## src/rtl/usb_pkt_buffer_if.sv

```systemverilog
// usb_pkt_buffer_if: write/commit/abort and read bus of the USB packet buffer
interface usb_pkt_buffer_if #(
  parameter int DATA_W = 8,
  parameter int DEPTH  = 64
);
  localparam int OCC_W = $clog2(DEPTH) + 1;
  logic              clear;
  logic              store;
  logic [DATA_W-1:0] wr_data;
  logic              wr_commit;
  logic              wr_abort;
  logic              get;
  logic [DATA_W-1:0] rd_data;
  logic [OCC_W-1:0]  buff_occ;
  logic [OCC_W-1:0]  pend_occ;
  logic              full;
  logic              empty;
  logic              overflow;
  logic              underflow;
  modport master (
    output clear, store, wr_data, wr_commit, wr_abort, get,
    input  rd_data, buff_occ, pend_occ, full, empty, overflow, underflow
  );
  modport slave (
    input  clear, store, wr_data, wr_commit, wr_abort, get,
    output rd_data, buff_occ, pend_occ, full, empty, overflow, underflow
  );
endinterface

```

## src/rtl/usb_pkt_buffer.sv

```systemverilog
// usb_pkt_buffer: packet FIFO with tentative writes, commit and abort; USB_PKT_BUF_FWFT_EN selects first-word-fall-through reads
module usb_pkt_buffer #(
  parameter int DATA_W = 8,
  parameter int DEPTH  = 64
) (
  input  logic            clk,
  input  logic            rst,
  usb_pkt_buffer_if.slave bus
);
  localparam int OCC_W = $clog2(DEPTH) + 1;
  localparam int AW    = OCC_W - 1;
  logic [DATA_W-1:0] mem [DEPTH];
  logic [OCC_W-1:0]  rptr, cptr, wptr;
  logic [OCC_W-1:0]  rptr_nxt, cptr_nxt, wptr_nxt, wptr_inc;
  logic              acc_store, acc_get;
  logic              overflow, underflow;
  assign bus.buff_occ  = cptr - rptr;
  assign bus.pend_occ  = wptr - cptr;
  assign bus.full      = (wptr[AW] != rptr[AW]) && (wptr[AW-1:0] == rptr[AW-1:0]);
  assign bus.empty     = cptr == rptr;
  assign bus.overflow  = overflow;
  assign bus.underflow = underflow;
  // Next pointers: clear beats everything, abort beats commit, commit includes this cycle's store
  always_comb begin
    acc_store = bus.store && !bus.full;
    acc_get   = bus.get && !bus.empty;
    wptr_inc  = wptr + OCC_W'(acc_store);
    wptr_nxt  = bus.clear ? '0 : bus.wr_abort ? cptr : wptr_inc;
    cptr_nxt  = bus.clear ? '0 : bus.wr_abort ? cptr : bus.wr_commit ? wptr_inc : cptr;
    rptr_nxt  = bus.clear ? '0 : rptr + OCC_W'(acc_get);
  end
  // Pointer and sticky error flag registers
  always_ff @(posedge clk or posedge rst) begin
    if (rst) begin
      rptr      <= '0;
      cptr      <= '0;
      wptr      <= '0;
      overflow  <= 1'b0;
      underflow <= 1'b0;
    end else begin
      rptr      <= rptr_nxt;
      cptr      <= cptr_nxt;
      wptr      <= wptr_nxt;
      overflow  <= !bus.clear && (overflow || (bus.store && bus.full));
      underflow <= !bus.clear && (underflow || (bus.get && bus.empty));
    end
  end
  // Storage array, deliberately not reset; an aborted write lands beyond wptr and is never read
  always_ff @(posedge clk) begin
    if (acc_store && !bus.clear) mem[wptr[AW-1:0]] <= bus.wr_data;
  end
`ifdef USB_PKT_BUF_FWFT_EN
  assign bus.rd_data = bus.empty ? '0 : mem[rptr[AW-1:0]];
`else
  logic [DATA_W-1:0] rd_q;
  assign bus.rd_data = rd_q;
  // Registered read data loads on an accepted get and holds otherwise, including across clear
  always_ff @(posedge clk or posedge rst) begin
    if (rst) rd_q <= '0;
    else if (acc_get && !bus.clear) rd_q <= mem[rptr[AW-1:0]];
  end
`endif
endmodule

```

## src/flat_wrapper.sv

```systemverilog
// flat-port wrapper written by rule: the top's interface ports become plain ports
module usb_pkt_buffer_flat 
#(
  parameter int DATA_W = 8,
  parameter int DEPTH  = 64
)
  (clk, rst, bus_clear, bus_store, bus_wr_data, bus_wr_commit, bus_wr_abort, bus_get, bus_rd_data, bus_buff_occ, bus_pend_occ, bus_full, bus_empty, bus_overflow, bus_underflow);
  usb_pkt_buffer_if #(.DATA_W(DATA_W), .DEPTH(DEPTH)) bus_i ();
  input  logic clk;
  input  logic rst;
  input wire logic [$bits(bus_i.clear)-1:0] bus_clear;
  input wire logic [$bits(bus_i.store)-1:0] bus_store;
  input wire logic [$bits(bus_i.wr_data)-1:0] bus_wr_data;
  input wire logic [$bits(bus_i.wr_commit)-1:0] bus_wr_commit;
  input wire logic [$bits(bus_i.wr_abort)-1:0] bus_wr_abort;
  input wire logic [$bits(bus_i.get)-1:0] bus_get;
  output wire logic [$bits(bus_i.rd_data)-1:0] bus_rd_data;
  output wire logic [$bits(bus_i.buff_occ)-1:0] bus_buff_occ;
  output wire logic [$bits(bus_i.pend_occ)-1:0] bus_pend_occ;
  output wire logic [$bits(bus_i.full)-1:0] bus_full;
  output wire logic [$bits(bus_i.empty)-1:0] bus_empty;
  output wire logic [$bits(bus_i.overflow)-1:0] bus_overflow;
  output wire logic [$bits(bus_i.underflow)-1:0] bus_underflow;
  assign bus_i.clear = bus_clear;
  assign bus_i.store = bus_store;
  assign bus_i.wr_data = bus_wr_data;
  assign bus_i.wr_commit = bus_wr_commit;
  assign bus_i.wr_abort = bus_wr_abort;
  assign bus_i.get = bus_get;
  assign bus_rd_data = bus_i.rd_data;
  assign bus_buff_occ = bus_i.buff_occ;
  assign bus_pend_occ = bus_i.pend_occ;
  assign bus_full = bus_i.full;
  assign bus_empty = bus_i.empty;
  assign bus_overflow = bus_i.overflow;
  assign bus_underflow = bus_i.underflow;
  usb_pkt_buffer #(.DATA_W(DATA_W), .DEPTH(DEPTH)) u_core (.clk(clk), .rst(rst), .bus(bus_i));
endmodule
```

## config.mk

```make
export PLATFORM = sky130hd
export DESIGN_NAME = usb_pkt_buffer_flat
export DESIGN_NICKNAME = d
export VERILOG_FILES = /design/src/rtl/usb_pkt_buffer_if.sv /design/src/rtl/usb_pkt_buffer.sv /design/src/flat_wrapper.sv
export SDC_FILE = /design/constraint.sdc
export NUM_CORES = 1
export LEC_CHECK = 0
export CORE_MARGIN = 1
export CORE_UTILIZATION = 48
export DETAILED_ROUTE_END_ITERATION = 8
export HOLD_SLACK_MARGIN = 0.05
export PLACE_DENSITY = 0.69
export SYNTH_ARGS = -nofsm -noshare
export SYNTH_HDL_FRONTEND = slang
export SYNTH_SLANG_ARGS = --single-unit
```

## constraint.sdc

```tcl
create_clock -name clk -period 4.5 [get_ports clk]
set_input_delay 0.45 -clock clk [delete_from_list [all_inputs] [get_ports clk]]
set_output_delay 0.45 -clock clk [all_outputs]
set_load 0.05 [all_outputs]
```

After elaboration in Yosys (flattened, before gate mapping)
Memories as Yosys holds them, arrays and structs flattened. A register that Yosys moved wholly into a read port is not among the register bits.
Cells that the tools add are included.
{"block": "totals", "regBits": 23, "ramBits": 512, "in_bits": 15, "out_inout_bits": 26, "memories": 1}
{"block": "classes", "addsub": 4, "n_eq_ne": 4, "muxes": 8, "reduce_logical": 16}
{"name": "u_core.mem", "depth": 64, "word_bits": 8, "rd": 1, "rd_clocked_by_memory_dff": 1, "wr": 1, "line": "usb_pkt_buffer.sv:12", "rtl": "logic [DATA_W-1:0] mem [DEPTH];"}
{"cell": "two-way mux 7 bit", "n": 6}
{"cell": "adder 7 x 1 -> 7 bit", "n": 2}
{"cell": "subtractor 7 bit", "n": 2}
{"cell": "logical AND 1 bit", "n": 9}
{"cell": "== test 7 bit", "n": 1}
{"cell": "== test 6 bit", "n": 1}
{"cell": "zero test 1 bit", "n": 3}
{"cell": "logical OR 1 bit", "n": 2}
{"cell": "two-way mux 1 bit", "n": 2}
{"cell": "!= test 2 bit, second input constant", "n": 1}
{"cell": "AND reduction 2 bit", "n": 1}
{"cell": "nonzero test 2 bit", "n": 1}
{"cell": "!= test 1 bit", "n": 1}

Longest topological paths before layout
Gate-level depths: netlist (run 1).
{"block": "logic_depth", "depth_word": 8, "mapped_depth": 13, "depth_no_buf": 12}

Worst setup path after synthesis (run 1)
OpenSTA, ideal clock, no wires.
{"block": "synth_path", "kind": "register -> register", "start": "register u_core.rptr[1]", "end": "register u_core.rptr[6]", "arrival_ns": 3.380, "setup_slack_ns": 0.988, "path_stages_with_launch": 13, "path_buffers": 2, "period_less_slack_ns": 3.512, "path_cell_list": "dfrtp_1 buf_4 inv_2 clkbuf_1 ha_1 nand4_1 nor3_1 nor2b_1 ha_1 ha_1 nand4_1 xor2_1 nor2_1"}
{"block": "synth_via", "elab_chain_cells": 5}
{"item": "start: declaration", "line": "usb_pkt_buffer.sv:13", "rtl": "logic [OCC_W-1:0] rptr, cptr, wptr;"}
{"item": "start signal: assignment", "line": "usb_pkt_buffer.sv:41", "rtl": "rptr <= rptr_nxt;"}
{"item": "== test 7 bit", "line": "usb_pkt_buffer.sv:20", "rtl": "assign bus.empty = cptr == rptr;"}
{"item": "named net bus_empty", "line": "flat_wrapper.sv:21", "rtl": "output wire logic [$bits(bus_i.empty)-1:0] bus_empty;"}
{"item": "zero test 1 bit", "line": "usb_pkt_buffer.sv:26", "rtl": "acc_get = bus.get && !bus.empty;"}
{"item": "logical AND 1 bit", "line": "usb_pkt_buffer.sv:26"}
{"item": "adder 7 x 1 -> 7 bit", "line": "usb_pkt_buffer.sv:30", "rtl": "rptr_nxt = bus.clear ? '0 : rptr + OCC_W'(acc_get);"}
{"item": "two-way mux 7 bit", "line": "usb_pkt_buffer.sv:30"}
{"item": "named net u_core.rptr_nxt[6]", "line": "usb_pkt_buffer.sv:14", "rtl": "logic [OCC_W-1:0] rptr_nxt, cptr_nxt, wptr_nxt, wptr_inc;"}
The timed path passes the listed nets, and every way through them passes these cells.
A chain may end at the register's enable or synchronous reset.

Worst setup path in the final report (run 1)
{"block": "layout_path", "start": "register u_core.rptr[4]", "end": "output port bus_empty"}
{"block": "layout_via", "elab_chain_cells": 1}
{"item": "== test 7 bit", "line": "usb_pkt_buffer.sv:20"}
{"item": "end: declaration", "line": "flat_wrapper.sv:21"}
Every way passes these cells.

==> results of run 1 <==
logic make-up (layout without fill, tap and decap cells):
kind of cell    Yosys count  after routing  synth area share (%)
flops                   543            543                  73.7
xor+xnor                 29             29                  1.16
compound gates          125            125                  3.76
mux                     164            164                  13.5
buf+inv                  81            192                  2.32
fa+ha+maj                18             18                  1.10
simple gates            215            215                  4.46
layout make-up:
cell class	count	area, µm²	area share [%]
Tap cell	592	741	3.01
Clock buffer	76	1500	6.11
Sequential cell	543	16200	65.7
Inverter	19	71.3	0.290
Timing Repair Buffer	79	666	2.71
Clock inverter	18	188	0.763
Multi-Input combinational cell	551	5270	21.4
per-stage QoR:
step / setup WS [ns] / power (mW) / hold slack, ns / cell area [µm²]
finish: 0.700 / 11.3 / 0.270 / 24600
global route: 0.551 / 11.7 / 0.307 / 24600
CTS: 0.669 / 11.4 / 0.265 / 24600
detailed placement: 1.22 / 7.14 / 0.503 / 22900
global placement: 1.26 / 7.13 / 0.501 / 22900
floorplan: 0.988 / 6.72 / 0.516 / 21900
critical path, delay by kind of cell (launching register included):
family | cells | cell delay [ns]
fa+ha+maj | 1 | 0.46
flops | 1 | 0.32
buf+inv | 3 | 1.51
simple gates | 2 | 0.46
sequential cells by signal (all words and copies together), names as in the netlist:
signal / cells
u_core.cptr: 7
u_core.bus.rd_data: 8
u_core.wptr: 7
u_core.rptr: 7
u_core.mem: 512
u_core.bus.underflow: 1
u_core.bus.overflow: 1
report_power, final:
part	leakage (nW)	switching, mW	internal, mW
combinational	1.97	0.839	0.537
clock	0.828	1.82	2.49
sequential	5.01	0.0741	5.58
total	7.81	2.74	8.61
cells in the final DEF (no fill, tap or decap), drive strengths merged, types with 4 or more instances in the layout:
cell | synthesis | layout
clkbuf | 12 | 76
a22oi | 12 | 12
clkinv | 0 | 11
nand4 | 4 | 4
nand2b | 4 | 4
nand3 | 27 | 27
buf | 50 | 47
edfxtp | 512 | 512
dfrtp | 31 | 31
a32oi | 7 | 7
xnor2 | 18 | 18
clkdlybuf4s50 | 0 | 32
ha | 16 | 16
xor2 | 11 | 11
nor2 | 106 | 106
a21oi | 42 | 42
mux4 | 105 | 105
inv | 19 | 22
o221ai | 23 | 23
a211oi | 9 | 9
nand2 | 49 | 49
a21o | 4 | 4
mux2i | 56 | 56
o21ai | 20 | 20
nor2b | 14 | 14
a31oi | 4 | 4
layer usage:
metal | up-vias | routed length (µm) | track usage [%]
li1 | 4847 | - | -
met1 | 5924 | 20500 | 30.7
met2 | 566 | 23700 | 34.2
met3 | 91 | 4760 | 5.43
met4 | 0 | 1400 | 7.68
met5 | - | 0 | 0
worst paths after layout:
path                                                     end  slack, ns  cells after the start
max in group asynchronous           u_core.rptr[2]$_DFF_PP0_       3.87                      3
min reg2reg                   u_core.bus.underflow$_DFF_PP0_       0.51                      2
min in group clk              u_core.bus.underflow$_DFF_PP0_       0.51                      2
min                               u_core.cptr[1]$_DFFE_PP0P_       0.27                      3
max                                                bus_empty       0.70                      6
max reg2reg                u_core.bus.rd_data[5]$_DFFE_PP0P_       1.26                      8
==> impl_metrics.ini, run 1 <==
[logic_synthesis]
synth_commonest_cells = 512 x edfxtp_1, 106 x nor2_1, 105 x mux4_2
yosysTopAreaCellShare_pct = 70.2
synth_cells = 1175
synth-edff-count = 512
ys_top_cells_by_area = edfxtp_1 70%, mux4_2 11%, dfrtp_1 3.5%
synth_area_um2 = 21900
synth.avg_cell_area_um2 = 18.7
synth.distinct_cells = 43
yosys_warnings = 0
ys.flop_type = edfxtp_1
ys_ff_latch = 543
seq_area_frac_synth_pct = 73.7
synthArstFlopShare_pct = 5.71
synth_top_area_cell = edfxtp_1
synth_fp_nets = 1208
synth.most_common_cell = edfxtp_1

[clocking]
cts_made_buffers = 54
cts_setup_buffers = 0
clock-root-buffer = clkbuf_16
worstSkewPairLatency_ns = 0.61
clkTransAtPathRegs_ns = 0.06
cts_resized = 0
clockBufferDepth = 3
cts_tree = yes
holdBufCountCts = 0
h-tree-depth = 2
cts.sinks = 543

[critical_path]
worst-setup-path-type = flop to output pin
rr_startpoint = u_core.rptr[1]$_DFF_PP0_
slowest_stage = clkdlybuf4s50_1
cp-end-kind = output pin
cp-start-kind = flop
cp.required_ns = 4.05
cp.arrival_ns = 3.35
critPathLaunch = u_core.rptr[4]$_DFF_PP0_
cpPeakStageDelay_ns = 0.88
crit_fanout = 24
path_cells = buf_4 -> inv_1 -> ha_1 -> nand4_1 -> nor3_1 -> clkdlybuf4s50_1

[power]
irDropWorstVdd_mv = 0.301
cellLeakagePower_nw = 7.81
p_per_area_nw_per_um2 = 461

[place]
dp_cells = 1784
port_buffers = 40
gp_congestion = 0.863
dp_hpwl_um = 30000

[global_routing]
grt_pass1_wl_um = 75000
grt_usage_pct = 22.1
grt_max_degree = 104
grt_pass1_vias = 11581
antenna_found_initial = 0
gr-total-overflow = 0

[timing]
setup_viol = 0
rsz0062_at_grt = no
relSlewSlack_pct = 9.39
fmax_mhz = 263
tightestPinTransition_ns = 1.36
final.min_clock_period_ns = 3.80
slew_viol_final = 0
hold_viol_final = 0
clock_skew_ns = 0.0262
tns_ns = 0
min_period_over_period_pct = 84.5

[floorplanning]
ios = 41
num_rows = 77
fp.coreArea_um2 = 44600
dieHeight_um = 216
start_util_pct = 49.1
die_width_um = 216
dieArea_um2 = 46500

[min_path]
hp-class = input pin to async pin

[cells_and_area]
final_util_pct = 55.1
drive_above_1_share_pct = 18.8
syn2layout_area_growth_pct = 12.2
nFillCells = 3351
final_cells = 1878
nNetsFinal = 1281
diodes = 0

[drt]
routed_wire_length_per_instance_um = 26.8
vias_per_cell = 6.09
vias = 11428
dr.pass1.iters = 6
antenna_left = 0
drc = 0
drt_iter0_drc = 1378
wirelength_um = 50400

[outcome]
status = complete, no violations

[job]
drv_cap = 0
Note: power is estimated with default switching activity, not from simulation.
==> run 2: changes to the inputs <==
==> constraint.sdc (replaced) <==
create_clock -name clk -period 3.96 [get_ports clk]
set_input_delay 0.396 -clock clk [delete_from_list [all_inputs] [get_ports clk]]
set_output_delay 0.396 -clock clk [all_outputs]
set_load 0.05 [all_outputs]
==> impl_metrics.ini, run 2 (same netlist as run 1, synthesis figures left out) <==
[cells_and_area]
diodes = 0
regArea_um2 = 16200
multi_input_area_um2 = 5270
final_common_cell = edfxtp_1
drive_above_1_share_pct = 19.3
fin_area_um2 = 24700
largest_reg_flops = 512
nFillCells = 3376
final_cells = 1887
syn2layout_area_growth_pct = 12.7
nNetsFinal = 1284
final_cell_mix = 512 x edfxtp_1, 105 x nor2_1, 105 x mux4_2, 57 x clkbuf_16, 56 x mux2i_1

[drt]
drt_iter0_drc = 1115
vias_per_cell = 6.02
routed_wire_length_per_instance_um = 26.4
wirelength_um = 49900
antenna_left = 0
drc = 0
dr.pass1.iters = 8
vias = 11359

[timing]
hold_viol_final = 0
relSlewSlack_pct = 22.0
clock_skew_ns = 0.0131
rsz0062_at_grt = no
holdWs_ns = 0.207
tightestPinTransition_ns = 1.17
slew_viol_final = 0
fmax_mhz = 274
min_period_over_period_pct = 92.1
setup_viol = 0
setup_ws_ns = 0.313
tns_ns = 0
final.min_clock_period_ns = 3.65

[clocking]
clock-root-buffer = clkbuf_16
clkTransAtPathRegs_ns = 0.06
worstSkewPairLatency_ns = 0.59
cts_setup_buffers = 0
cts_resized = 0
h-tree-depth = 2
cts.sinks = 543
holdBufCountCts = 0
cts_tree = yes
clockBufferDepth = 3
cts_made_buffers = 54

[critical_path]
rr_startpoint = u_core.wptr[3]$_DFF_PP0_
cp.required_ns = 3.56
worst-setup-path-type = flop to output pin
cp.arrival_ns = 3.25
cp-end-kind = output pin
r2r_end = u_core.mem[19][5]$_DFFE_PP_
cp-start-kind = flop
ff2ff_setup_slack_ns = 0.87
crit_fanout = 4
r2r_cells = 6

[floorplanning]
die_width_um = 216
start_util_pct = 49.1
dieArea_um2 = 46500
num_rows = 77
dieHeight_um = 216
fp.coreArea_um2 = 44600
ios = 41

[power]
irDropWorstVdd_mv = 0.381
p_per_area_nw_per_um2 = 530
cellLeakagePower_nw = 7.85

[place]
gp_congestion = 0.901
dpl_cell_area_um2 = 22900
preCtsSetupSlack_ns = 0.914
dp_cells = 1787
dp_hpwl_um = 31600
port_buffers = 40

[global_routing]
grt_pass1_wl_um = 74200
grt_pass1_vias = 11538
grt_usage_pct = 21.8
antenna_found_initial = 1
grt_max_degree = 101
gr-total-overflow = 0

[job]
drv_cap = 0

[min_path]
hp-class = input pin to async pin

[outcome]
status = complete, no violations
run 2: cell types whose count changed in the layout (fill, tap and decap cells not counted), sizes merged:
cell	change
clkdlybuf4s50	-3
clkinv	+6
bufinv	+3
clkinvlp	+4
clkbuf	-4
inv	-3
buf	+6
run 2: worst max-delay path, stage by stage, from the launching register on:
cell	delay (ns)
dfrtp_1	0.45
inv_1	0.12
ha_1	0.25
fa_1	0.40
nor2b_1	0.12
o21ai_0	0.08
nand2b_1	0.11
a21o_1	0.13
a21oi_1	0.07
xnor2_1	0.13
clkdlybuf4s50_1	0.82
run 2: worst max-delay path by stage:
stage	start	slack, ns	endpoint	cells past startpoint
CTS	u_core.wptr[0]$_DFF_PP0_	0.28	bus_pend_occ[6]	10
global placement	u_core.wptr[0]$_DFF_PP0_	0.91	bus_pend_occ[6]	10
floorplan	u_core.rptr[1]$_DFF_PP0_	0.45	u_core.rptr[6]$_DFF_PP0_	12
global route	u_core.wptr[0]$_DFF_PP0_	0.08	bus_pend_occ[6]	10
detailed placement	u_core.wptr[0]$_DFF_PP0_	0.91	bus_pend_occ[6]	10
finish	u_core.wptr[0]$_DFF_PP0_	0.31	bus_pend_occ[6]	10
run 2: cell type report:
class / instances / share of cell area [%]
clock buffer: 72 / 6.00
clock inverter: 28 / 1.18
timing repair buffer: 82 / 2.81
inverter: 19 / 0.289
multi-input combinational: 551 / 21.3
sequential: 543 / 65.4
tap: 592 / 3.00
run 2: stage by stage:
step,total power [mW],util (%)
CTS,13.2,55.4
detailed placement,8.11,51.4
finish,13.1,55.4
global placement,8.10,51.4
floorplan,7.64,-
global route,13.5,55.4
run 2: report_power, final:
group | total (mW) | internal [mW] | switching (mW) | leakage [nW]
logic | 1.58 | 0.622 | 0.958 | 1.98
clock network | 5.12 | 3.02 | 2.10 | 0.853
registers | 6.41 | 6.33 | 0.0710 | 5.01
run 2: metal layers:
metal / vias up / track usage (%) / share of wire (%)
met5: - / 0 / 0.016
met4: 2 / 6.93 / 2.4
met3: 80 / 3.13 / 7.6
met2: 471 / 34.6 / 48
met1: 5957 / 31.4 / 42
li1: 4849 / - / -
==> run 3: changes to the inputs <==
--- a/config.mk
+++ b/config.mk
@@ -8,8 +8,9 @@
 export CORE_MARGIN = 1
 export CORE_UTILIZATION = 48
 export DETAILED_ROUTE_END_ITERATION = 8
+export DONT_BUFFER_PORTS = 1
 export HOLD_SLACK_MARGIN = 0.05
-export PLACE_DENSITY = 0.69
+export PLACE_DENSITY = 0.68
 export SYNTH_ARGS = -nofsm -noshare
 export SYNTH_HDL_FRONTEND = slang
 export SYNTH_SLANG_ARGS = --single-unit
==> constraint.sdc (replaced) <==
create_clock -name clk -period 3.96 [get_ports clk]
set_input_delay 0.594 -clock clk [delete_from_list [all_inputs] [get_ports clk]]
set_output_delay 0.594 -clock clk [all_outputs]
set_load 0.01 [all_outputs]
==> impl_metrics.ini, run 3 (same netlist as run 1, synthesis figures left out) <==
[outcome]
status = complete, no violations

[critical_path]
cp-start-kind = flop
crit_family = buffers and inverters
slowest_stage = buf_12
cp.arrival_ns = 3.07
path_cells = buf_12 -> ha_1 -> fa_1 -> nor2b_1 -> o21ai_0 -> nand2b_1 -> a21o_1 -> a21oi_1 -> xor2_1
cp-end-kind = output pin
crit_fanout = 105
cpPeakStageDelay_ns = 0.58
worst-setup-path-type = flop to output pin
cp.required_ns = 3.37
critPathBufInv = 1

[clocking]
cts_resized = 0
cts_tree = yes
cts.sinks = 543
clockBufferDepth = 3
cts_made_buffers = 54
worstSkewPairLatency_ns = 0.61
clkTransAtPathRegs_ns = 0.06
clock-root-buffer = clkbuf_16
h-tree-depth = 2
cts_setup_buffers = 0

[cells_and_area]
final_common_cell = edfxtp_1
nNetsFinal = 1232
nFillCells = 3348
diodes = 0
drive_above_1_share_pct = 18.0
final_cell_mix = 512 x edfxtp_1, 105 x nor2_1, 105 x mux4_2, 56 x mux2i_1, 55 x clkbuf_16
fin_area_um2 = 24200
syn2layout_area_growth_pct = 10.2
final_cells = 1836
largest_reg_flops = 512

[timing]
final.min_clock_period_ns = 3.67
setup_viol = 0
hold_viol_final = 0
slew_viol_final = 0
holdWs_ns = 0.0823
tns_ns = 0
fmax_mhz = 273
tightestPinTransition_ns = 0.928
clock_skew_ns = 0.0222
rsz0062_at_grt = no
relSlewSlack_pct = 37.9
min_period_over_period_pct = 92.6

[job]
drv_cap = 0

[power]
irDropWorstVdd_mv = 0.282
p_int_mw = 9.56
switchingPower_mw = 2.79
p_seq_share_pct = 52.1
switching_share_pct = 22.6
clockPowerShare_pct = 39.5
cellLeakagePower_nw = 7.59
p_per_area_nw_per_um2 = 511
p_comb_share_pct = 8.5

[place]
dp_cells = 1732
dp_hpwl_um = 31400
gp_congestion = 0.833
port_buffers = 0
dpl_cell_area_um2 = 22500

[global_routing]
grt_pass1_vias = 11274
gr-total-overflow = 0
antenna_found_initial = 0
grt_usage_pct = 22.3
grtUsageMet2_pct = 35.1
gr-usage-met1_pct = 31.1
use_met3_pct = 4.54
grt_max_degree = 106
busiest_layer = met2
grt_pass1_wl_um = 75500

[floorplanning]
dieHeight_um = 216
start_util_pct = 49.1
num_rows = 77
die_width_um = 216
dieArea_um2 = 46500
fp.coreArea_um2 = 44600
ios = 41

[drt]
antenna_left = 0
routed_wire_length_per_instance_um = 27.6
drt_iter0_drc = 1351
dr.pass1.iters = 7
wirelength_um = 50700
drc = 0
vias_per_cell = 6.10
vias = 11194

[min_path]
hp-class = input pin to flop
-- run 3: cell count changes in the layout (fill, tap and decap cells not counted), moves of 2 or more --
| cell | delta |
|---|---|
| clkdlybuf4s50_1 | -29 |
| inv_6 | +2 |
| buf_4 | -17 |
| bufinv_16 | -3 |
| clkbuf_16 | -2 |
| buf_2 | -8 |
| clkinv_2 | +3 |
| clkinv_1 | +2 |
| dlygate4sd3_1 | +3 |
-- run 3: area by class of cell --
class	count	area, µm²	share of cell area (%)
clock buffer	69	1430	5.91
clock inverter	32	244	1.01
inverter	19	71.3	0.295
multi-input combinational	551	5270	21.8
sequential	543	16200	66.9
tap	592	741	3.07
timing repair buffer	30	245	1.02
-- run 3: path summary, 6_finish.rpt --
check | from | cells past startpoint | slack [ns] | end
hold reg to reg | u_core.bus.overflow$_DFF_PP0_ | 2 | 0.56 | u_core.bus.overflow$_DFF_PP0_
setup / recovery | u_core.rptr[0]$_DFF_PP0_ | 9 | 0.29 | bus_buff_occ[6]
setup reg to reg | u_core.rptr[2]$_DFF_PP0_ | 11 | 0.70 | u_core.rptr[6]$_DFF_PP0_
max in group asynchronous | rst | 3 | 2.68 | u_core.rptr[0]$_DFF_PP0_
hold / removal | bus_wr_data[2] | 0 | 0.08 | u_core.mem[31][2]$_DFFE_PP_
min in group asynchronous | rst | 2 | 0.52 | u_core.bus.underflow$_DFF_PP0_
-- run 3: per-stage QoR --
step	util, %	total power [mW]	setup WS (ns)
floorplan	-	7.40	1.25
global placement	50.3	7.60	0.751
detailed placement	50.3	7.60	0.751
CTS	54.2	12.4	0.181
global route	54.2	12.7	0.0754
finish	54.2	12.4	0.292
-- run 3: timing repair --
| action | 4_1_cts | 5_1_grt |
|---|---|---|
| endpoints found under the setup margin | 0 | 0 |
| hold buffers | 3 | 0 |
| hold endpoints to repair | 37 | 0 |
-- run 3: layer usage --
metal  vias to the layer above  wire (µm)
met5                         -          0
met4                         0       1540
met3                       103       4200
met2                       501      24500
met1                      5841      20500
li1                       4749          -
-- run 3: worst register-to-register path: stages (launching register included) --
cell     delay (ns)
dfrtp_4        0.47
buf_4          0.44
inv_1          0.16
ha_1           0.37
nand4_1        0.15
nor3_1         0.48
nor2b_1        0.17
ha_1           0.26
ha_1           0.24
nand4_1        0.13
xor2_1         0.18
nor2_1         0.06
-- run 3: power groups by stage --
| stage | Combinational, mW | Clock, mW | Sequential (mW) |
|---|---|---|---|
| floorplan | 0.907 | 0 | 6.50 |
| global placement | 1.05 | 0 | 6.55 |
| detailed placement | 1.05 | 0 | 6.55 |
| CTS | 1.06 | 4.92 | 6.43 |
| global route | 1.13 | 5.13 | 6.43 |
| finish | 1.05 | 4.88 | 6.43 |
